===== src/rtl/fifo_rd_ctrl_if.sv =====
// Read-side port bundle of the async FIFO: consumer request/flush controls,
// synchronised write pointer in, memory read address/enable and status out.
interface fifo_rd_ctrl_if #(
    parameter int unsigned ADDRESS_WIDTH = 3
);
    logic                     R_INC;
    logic                     FLUSH;
    logic                     CLR_ERR;
    logic [ADDRESS_WIDTH:0]   W_PTR;
    logic [ADDRESS_WIDTH-1:0] R_ADDR;
    logic                     R_EN;
    logic [ADDRESS_WIDTH:0]   R_PTR;
    logic                     EMPTY;
    logic                     ALMOST_EMPTY;
    logic [ADDRESS_WIDTH:0]   LEVEL;
    logic                     UNDERFLOW;

    // master: the consumer/synchroniser side; slave: the read controller
    modport master (
        output R_INC, FLUSH, CLR_ERR, W_PTR,
        input  R_ADDR, R_EN, R_PTR, EMPTY, ALMOST_EMPTY, LEVEL, UNDERFLOW
    );
    modport slave (
        input  R_INC, FLUSH, CLR_ERR, W_PTR,
        output R_ADDR, R_EN, R_PTR, EMPTY, ALMOST_EMPTY, LEVEL, UNDERFLOW
    );
endinterface


===== src/rtl/fifo_rd_ctrl.sv =====
// Async FIFO read-side pointer controller: binary read counter, Gray/binary
// outgoing pointer, empty/level/almost-empty status, flush and sticky underflow.
module fifo_rd_ctrl #(
    parameter int unsigned ADDRESS_WIDTH = 3,
    parameter int unsigned AEMPTY_THRESH = 1,
    parameter bit          GRAY_PTR      = 1'b1
) (
    input logic           R_CLK,
    input logic           R_RST,
    fifo_rd_ctrl_if.slave bus
);
    localparam int unsigned PW = ADDRESS_WIDTH + 1;
    localparam logic [PW-1:0] AeThresh = PW'(AEMPTY_THRESH);

    logic [PW-1:0] rbin_q, rbin_d;
    logic [PW-1:0] r_ptr_q, r_ptr_d;
    logic          underflow_q, underflow_d;
    logic [PW-1:0] wbin_gray;
    logic [PW-1:0] wbin;
    logic [PW-1:0] level;
    logic          empty;

    // Gray-to-binary: bit i is the XOR of all Gray bits at or above i
    always_comb begin
        wbin_gray = '0;
        for (int i = 0; i < PW; i++) begin
            wbin_gray[i] = ^(bus.W_PTR >> i);
        end
    end

    assign wbin  = GRAY_PTR ? wbin_gray : bus.W_PTR;
    assign empty = (wbin == rbin_q);
    assign level = wbin - rbin_q;

    always_comb begin
        rbin_d      = rbin_q;
        underflow_d = underflow_q;
        if (bus.FLUSH) begin
            rbin_d = wbin;
        end else if (bus.R_INC && !empty) begin
            rbin_d = rbin_q + PW'(1);
        end
        if (bus.CLR_ERR) begin
            underflow_d = 1'b0;
        end
        // Set is applied after clear so a coincident set wins
        if (bus.R_INC && empty && !bus.FLUSH) begin
            underflow_d = 1'b1;
        end
        r_ptr_d = GRAY_PTR ? (rbin_d ^ (rbin_d >> 1)) : rbin_d;
    end

    always_ff @(posedge R_CLK) begin
        if (R_RST) begin
            rbin_q      <= '0;
            r_ptr_q     <= '0;
            underflow_q <= 1'b0;
        end else begin
            rbin_q      <= rbin_d;
            r_ptr_q     <= r_ptr_d;
            underflow_q <= underflow_d;
        end
    end

    assign bus.R_ADDR       = rbin_q[ADDRESS_WIDTH-1:0];
    assign bus.R_EN         = bus.R_INC & ~empty;
    assign bus.R_PTR        = r_ptr_q;
    assign bus.EMPTY        = empty;
    assign bus.LEVEL        = level;
    assign bus.ALMOST_EMPTY = (level <= AeThresh);
    assign bus.UNDERFLOW    = underflow_q;
endmodule


===== src/flat_wrapper.sv =====
// flat-port wrapper written by rule: the top's interface ports become plain ports
module fifo_rd_ctrl_flat 
#(
    parameter int unsigned ADDRESS_WIDTH = 3,
    parameter int unsigned AEMPTY_THRESH = 1,
    parameter bit          GRAY_PTR      = 1'b1
)
  (R_CLK, R_RST, bus_R_INC, bus_FLUSH, bus_CLR_ERR, bus_W_PTR, bus_R_ADDR, bus_R_EN, bus_R_PTR, bus_EMPTY, bus_ALMOST_EMPTY, bus_LEVEL, bus_UNDERFLOW);
  fifo_rd_ctrl_if #(.ADDRESS_WIDTH(ADDRESS_WIDTH)) bus_i ();
  input logic R_CLK;
  input logic R_RST;
  input wire logic [$bits(bus_i.R_INC)-1:0] bus_R_INC;
  input wire logic [$bits(bus_i.FLUSH)-1:0] bus_FLUSH;
  input wire logic [$bits(bus_i.CLR_ERR)-1:0] bus_CLR_ERR;
  input wire logic [$bits(bus_i.W_PTR)-1:0] bus_W_PTR;
  output wire logic [$bits(bus_i.R_ADDR)-1:0] bus_R_ADDR;
  output wire logic [$bits(bus_i.R_EN)-1:0] bus_R_EN;
  output wire logic [$bits(bus_i.R_PTR)-1:0] bus_R_PTR;
  output wire logic [$bits(bus_i.EMPTY)-1:0] bus_EMPTY;
  output wire logic [$bits(bus_i.ALMOST_EMPTY)-1:0] bus_ALMOST_EMPTY;
  output wire logic [$bits(bus_i.LEVEL)-1:0] bus_LEVEL;
  output wire logic [$bits(bus_i.UNDERFLOW)-1:0] bus_UNDERFLOW;
  assign bus_i.R_INC = bus_R_INC;
  assign bus_i.FLUSH = bus_FLUSH;
  assign bus_i.CLR_ERR = bus_CLR_ERR;
  assign bus_i.W_PTR = bus_W_PTR;
  assign bus_R_ADDR = bus_i.R_ADDR;
  assign bus_R_EN = bus_i.R_EN;
  assign bus_R_PTR = bus_i.R_PTR;
  assign bus_EMPTY = bus_i.EMPTY;
  assign bus_ALMOST_EMPTY = bus_i.ALMOST_EMPTY;
  assign bus_LEVEL = bus_i.LEVEL;
  assign bus_UNDERFLOW = bus_i.UNDERFLOW;
  fifo_rd_ctrl #(.ADDRESS_WIDTH(ADDRESS_WIDTH), .AEMPTY_THRESH(AEMPTY_THRESH), .GRAY_PTR(GRAY_PTR)) u_core (.R_CLK(R_CLK), .R_RST(R_RST), .bus(bus_i));
endmodule

===== config.mk =====
export PLATFORM = sky130hd
export DESIGN_NAME = fifo_rd_ctrl_flat
export DESIGN_NICKNAME = d
export VERILOG_FILES = /design/src/rtl/fifo_rd_ctrl_if.sv /design/src/rtl/fifo_rd_ctrl.sv /design/src/flat_wrapper.sv
export SDC_FILE = /design/constraint.sdc
export NUM_CORES = 1
export LEC_CHECK = 0
export BUFFER_PORTS_ARGS = -buffer_cell sky130_fd_sc_hd__buf_2
export CAP_MARGIN = 20
export CELL_PAD_IN_SITES_DETAIL_PLACEMENT = 1
export CELL_PAD_IN_SITES_GLOBAL_PLACEMENT = 2
export CORE_AREA = 2 2 52 54
export DETAILED_ROUTE_END_ITERATION = 6
export DIE_AREA = 0 0 54 56
export PLACE_DENSITY_LB_ADDON = 0.12
export SYNTH_ARGS = -nofsm -noshare
export SYNTH_HDL_FRONTEND = slang
export SYNTH_SLANG_ARGS = --single-unit

===== constraint.sdc =====
create_clock -name R_CLK -period 2.9 [get_ports R_CLK]
set_input_delay 0.145 -clock R_CLK [delete_from_list [all_inputs] [get_ports R_CLK]]
set_output_delay 0.145 -clock R_CLK [all_outputs]
set_load 0.005 [all_outputs]

==> results.json <==
{
  "status": "complete, no violations",
  "fmax_mhz": 433,
  "detail-route-antenna-nets": 0,
  "finalSetupViolCount": 0,
  "worstPathCellList": "buf_2 -> xor2_2 -> xor2_2 -> xnor2_1 -> ha_1 -> nand3_1 -> o21ai_2 -> mux2_4 -> mux2i_4 -> mux2_1",
  "stdcell_count": 125,
  "post_drt_wl_per_cell_um": 12.5,
  "cap_violations": 0,
  "synth_edf_count": 0,
  "drt_iter0_markers": 7,
  "track_usage": 0.116,
  "via_count": 580,
  "ctsResizeCount": 0,
  "area_growth_pct": 27.0,
  "cpMaxStageDelayCell": "mux2_4",
  "fin_nets": 111,
  "grt_pass1_wl_mm": 2.60,
  "r2r_cells": 7,
  "nFillCells": 299,
  "place_ws_ps": 315,
  "grt_max_degree": 17,
  "path_max_fanout": 5,
  "die-area_sq_um": 3020,
  "cts.sinks": 8,
  "syn_area_sq_um": 643,
  "ys_types": 34,
  "critical_path_class": "in -> reg",
  "remaining_drc_errors": 0,
  "synth_fp_nets": 84,
  "rsz0062_at_grt": "no",
  "post-route-util": 0.336,
  "intPower_mw": 0.265,
  "dp_hpwl_mm": 1.30,
  "routed_via_density": 4.64,
  "multi_input_area_sq_um": 444,
  "netlist_instances": 70,
  "power_density_nw_per_um2": 499,
  "cts_max_path_buffers": 2,
  "min_path_cells": 3,
  "finalCriticalPeriod_ps": 2310,
  "synth-async-reset-ratio": 0,
  "clock_latency_ps": 250,
  "tns_ps": 0,
  "fp.coreArea_sq_um": 2430,
  "gp_congestion": 0.709,
  "root_buffer": "clkbuf_4",
  "seq_area_sq_um": 160,
  "combPwrFrac": 0.466,
  "yosysWarnings": 0,
  "first_global_vias": 578,
  "p_sw_mw": 0.143,
  "mostFrequentLayoutCells": "buf_2 (23), inv_1 (8), dfxtp_1 (8)",
  "clk_pin_slew_ps": 50,
  "io_pins": 24,
  "max_slew_margin": 0.740,
  "drive_gt1_frac": 0.368,
  "wirelength_mm": 1.56,
  "synth_area_per_cell_sq_um": 9.19,
  "worst_slack_ps": 589,
  "ys_ff_latch": 8,
  "postCtsSetupRepairBufs": 0,
  "crit_path_end_kind": "flop",
  "place_inst": 122,
  "cts_buffers": 3,
  "core.rowCount": 18,
  "arrival_ps": 2450,
  "crit_path_start_kind": "input port",
  "hp-class": "in -> reg",
  "tightest_slew_ps": 387,
  "cpMostUsedCell": "xor2_2",
  "fin_skew_ps": 0.739,
  "final_common_cell": "buf_2",
  "start_util": 0.264,
  "antenna_found_initial": 0,
  "die_w_um": 54,
  "cts_hold_buf": 0,
  "diodes": 0,
  "period_share": 0.797,
  "first_pass_iters": 2,
  "swShare": 0.352,
  "whs_ps": 159,
  "clockPowerShare": 0.201,
  "yosysSeqAreaShare": 0.249,
  "slowest_delay_ps": 340,
  "grt_overflow_total": 0,
  "die_h_um": 56,
  "slew_viol_final": 0,
  "peakVddDrop_v": 0.000226,
  "crit_required_ps": 3030,
  "io_buffers": 23,
  "cts_tree": "done",
  "htreeDepth": 1,
  "power.leakage_nw": 0.384,
  "synth-main-ff-cell": "dfxtp_1",
  "p_seq_frac": 0.333,
  "hold_viol": 0
}
[metrics by stage]
step / power (mW) / instance area [sq um]
after floorplan: 0.257 / 643
after global placement: 0.331 / 795
after detailed placement: 0.333 / 795
after CTS: 0.418 / 817
after global routing: 0.447 / 817
final: 0.408 / 817
[state kept, by name, summed over array words and instances (netlist names)]
name                  count
u_core.rbin_q             3
u_core.bus.R_PTR          4
u_core.bus.UNDERFLOW      1
[synth_stat cells, drive strengths merged, types with 2 or more instances]
| master | number | share of area |
|---|---|---|
| a21oi | 2 | 0.016 |
| dfxtp | 8 | 0.25 |
| inv | 8 | 0.047 |
| o21ai | 2 | 0.021 |
| nand3 | 3 | 0.023 |
| nor2 | 6 | 0.035 |
| a211oi | 3 | 0.035 |
| xor2 | 5 | 0.10 |
| ha | 4 | 0.078 |
| mux2 | 3 | 0.058 |
| xnor2 | 3 | 0.041 |
| nor3b | 5 | 0.058 |
[final timing paths]
check | start | endpoint | slack, ps
setup / recovery | bus_W_PTR[3] | u_core.bus.R_PTR[1] | 590
hold / removal | bus_CLR_ERR | u_core.bus.UNDERFLOW | 160
setup reg to reg | u_core.rbin_q[1] | u_core.bus.R_PTR[1] | 630
hold reg to reg | u_core.bus.UNDERFLOW | u_core.bus.UNDERFLOW | 470
[cell type report]
| type | instances | share of cell area |
|---|---|---|
| Sequential cell | 8 | 0.196 |
| Multi-Input combinational cell | 52 | 0.544 |
| Clock buffer | 3 | 0.0276 |
| Inverter | 8 | 0.0368 |
| Tap cell | 30 | 0.0459 |
| Timing Repair Buffer | 24 | 0.150 |
[logic make-up (layout without fill, tap and decap cells)]
kind of cell	after synthesis	count (layout)	share of synthesized area
buffers and inverters	10	35	0.0603
DFF	8	8	0.249
adders and majority gates	5	5	0.109
muxes	4	4	0.0934
AOI/OAI and AO/OA	11	11	0.123
and+or+nand+nor	24	24	0.222
xor gates and xnor gates	8	8	0.144
[worst max-delay path: cells and delay by family]
family | cells | cell delay (ps)
AOI/OAI and AO/OA | 1 | 280
adders and majority gates | 1 | 300
buffers and inverters | 1 | 140
xor gates and xnor gates | 3 | 580
and+or+nand+nor | 1 | 170
muxes | 3 | 820
[power groups by stage]
| stage | clock network (mW) | registers (mW) | logic (mW) |
|---|---|---|---|
| after floorplan | 0 | 0.138 | 0.120 |
| after global placement | 0 | 0.139 | 0.193 |
| after detailed placement | 0 | 0.139 | 0.194 |
| after CTS | 0.0876 | 0.137 | 0.194 |
| after global routing | 0.0920 | 0.139 | 0.216 |
| final | 0.0820 | 0.136 | 0.190 |
[layer usage]
metal | track usage | share of wire | up-vias
met1 | 0.153 | 0.47 | 273
met3 | 0.0484 | 0.049 | 0
met4 | 0.0214 | 0 | 0
met5 | 0 | 0 | -
met2 | 0.176 | 0.48 | 15
li1 | - | - | 292
Note: power is estimated with default switching activity, not from simulation.
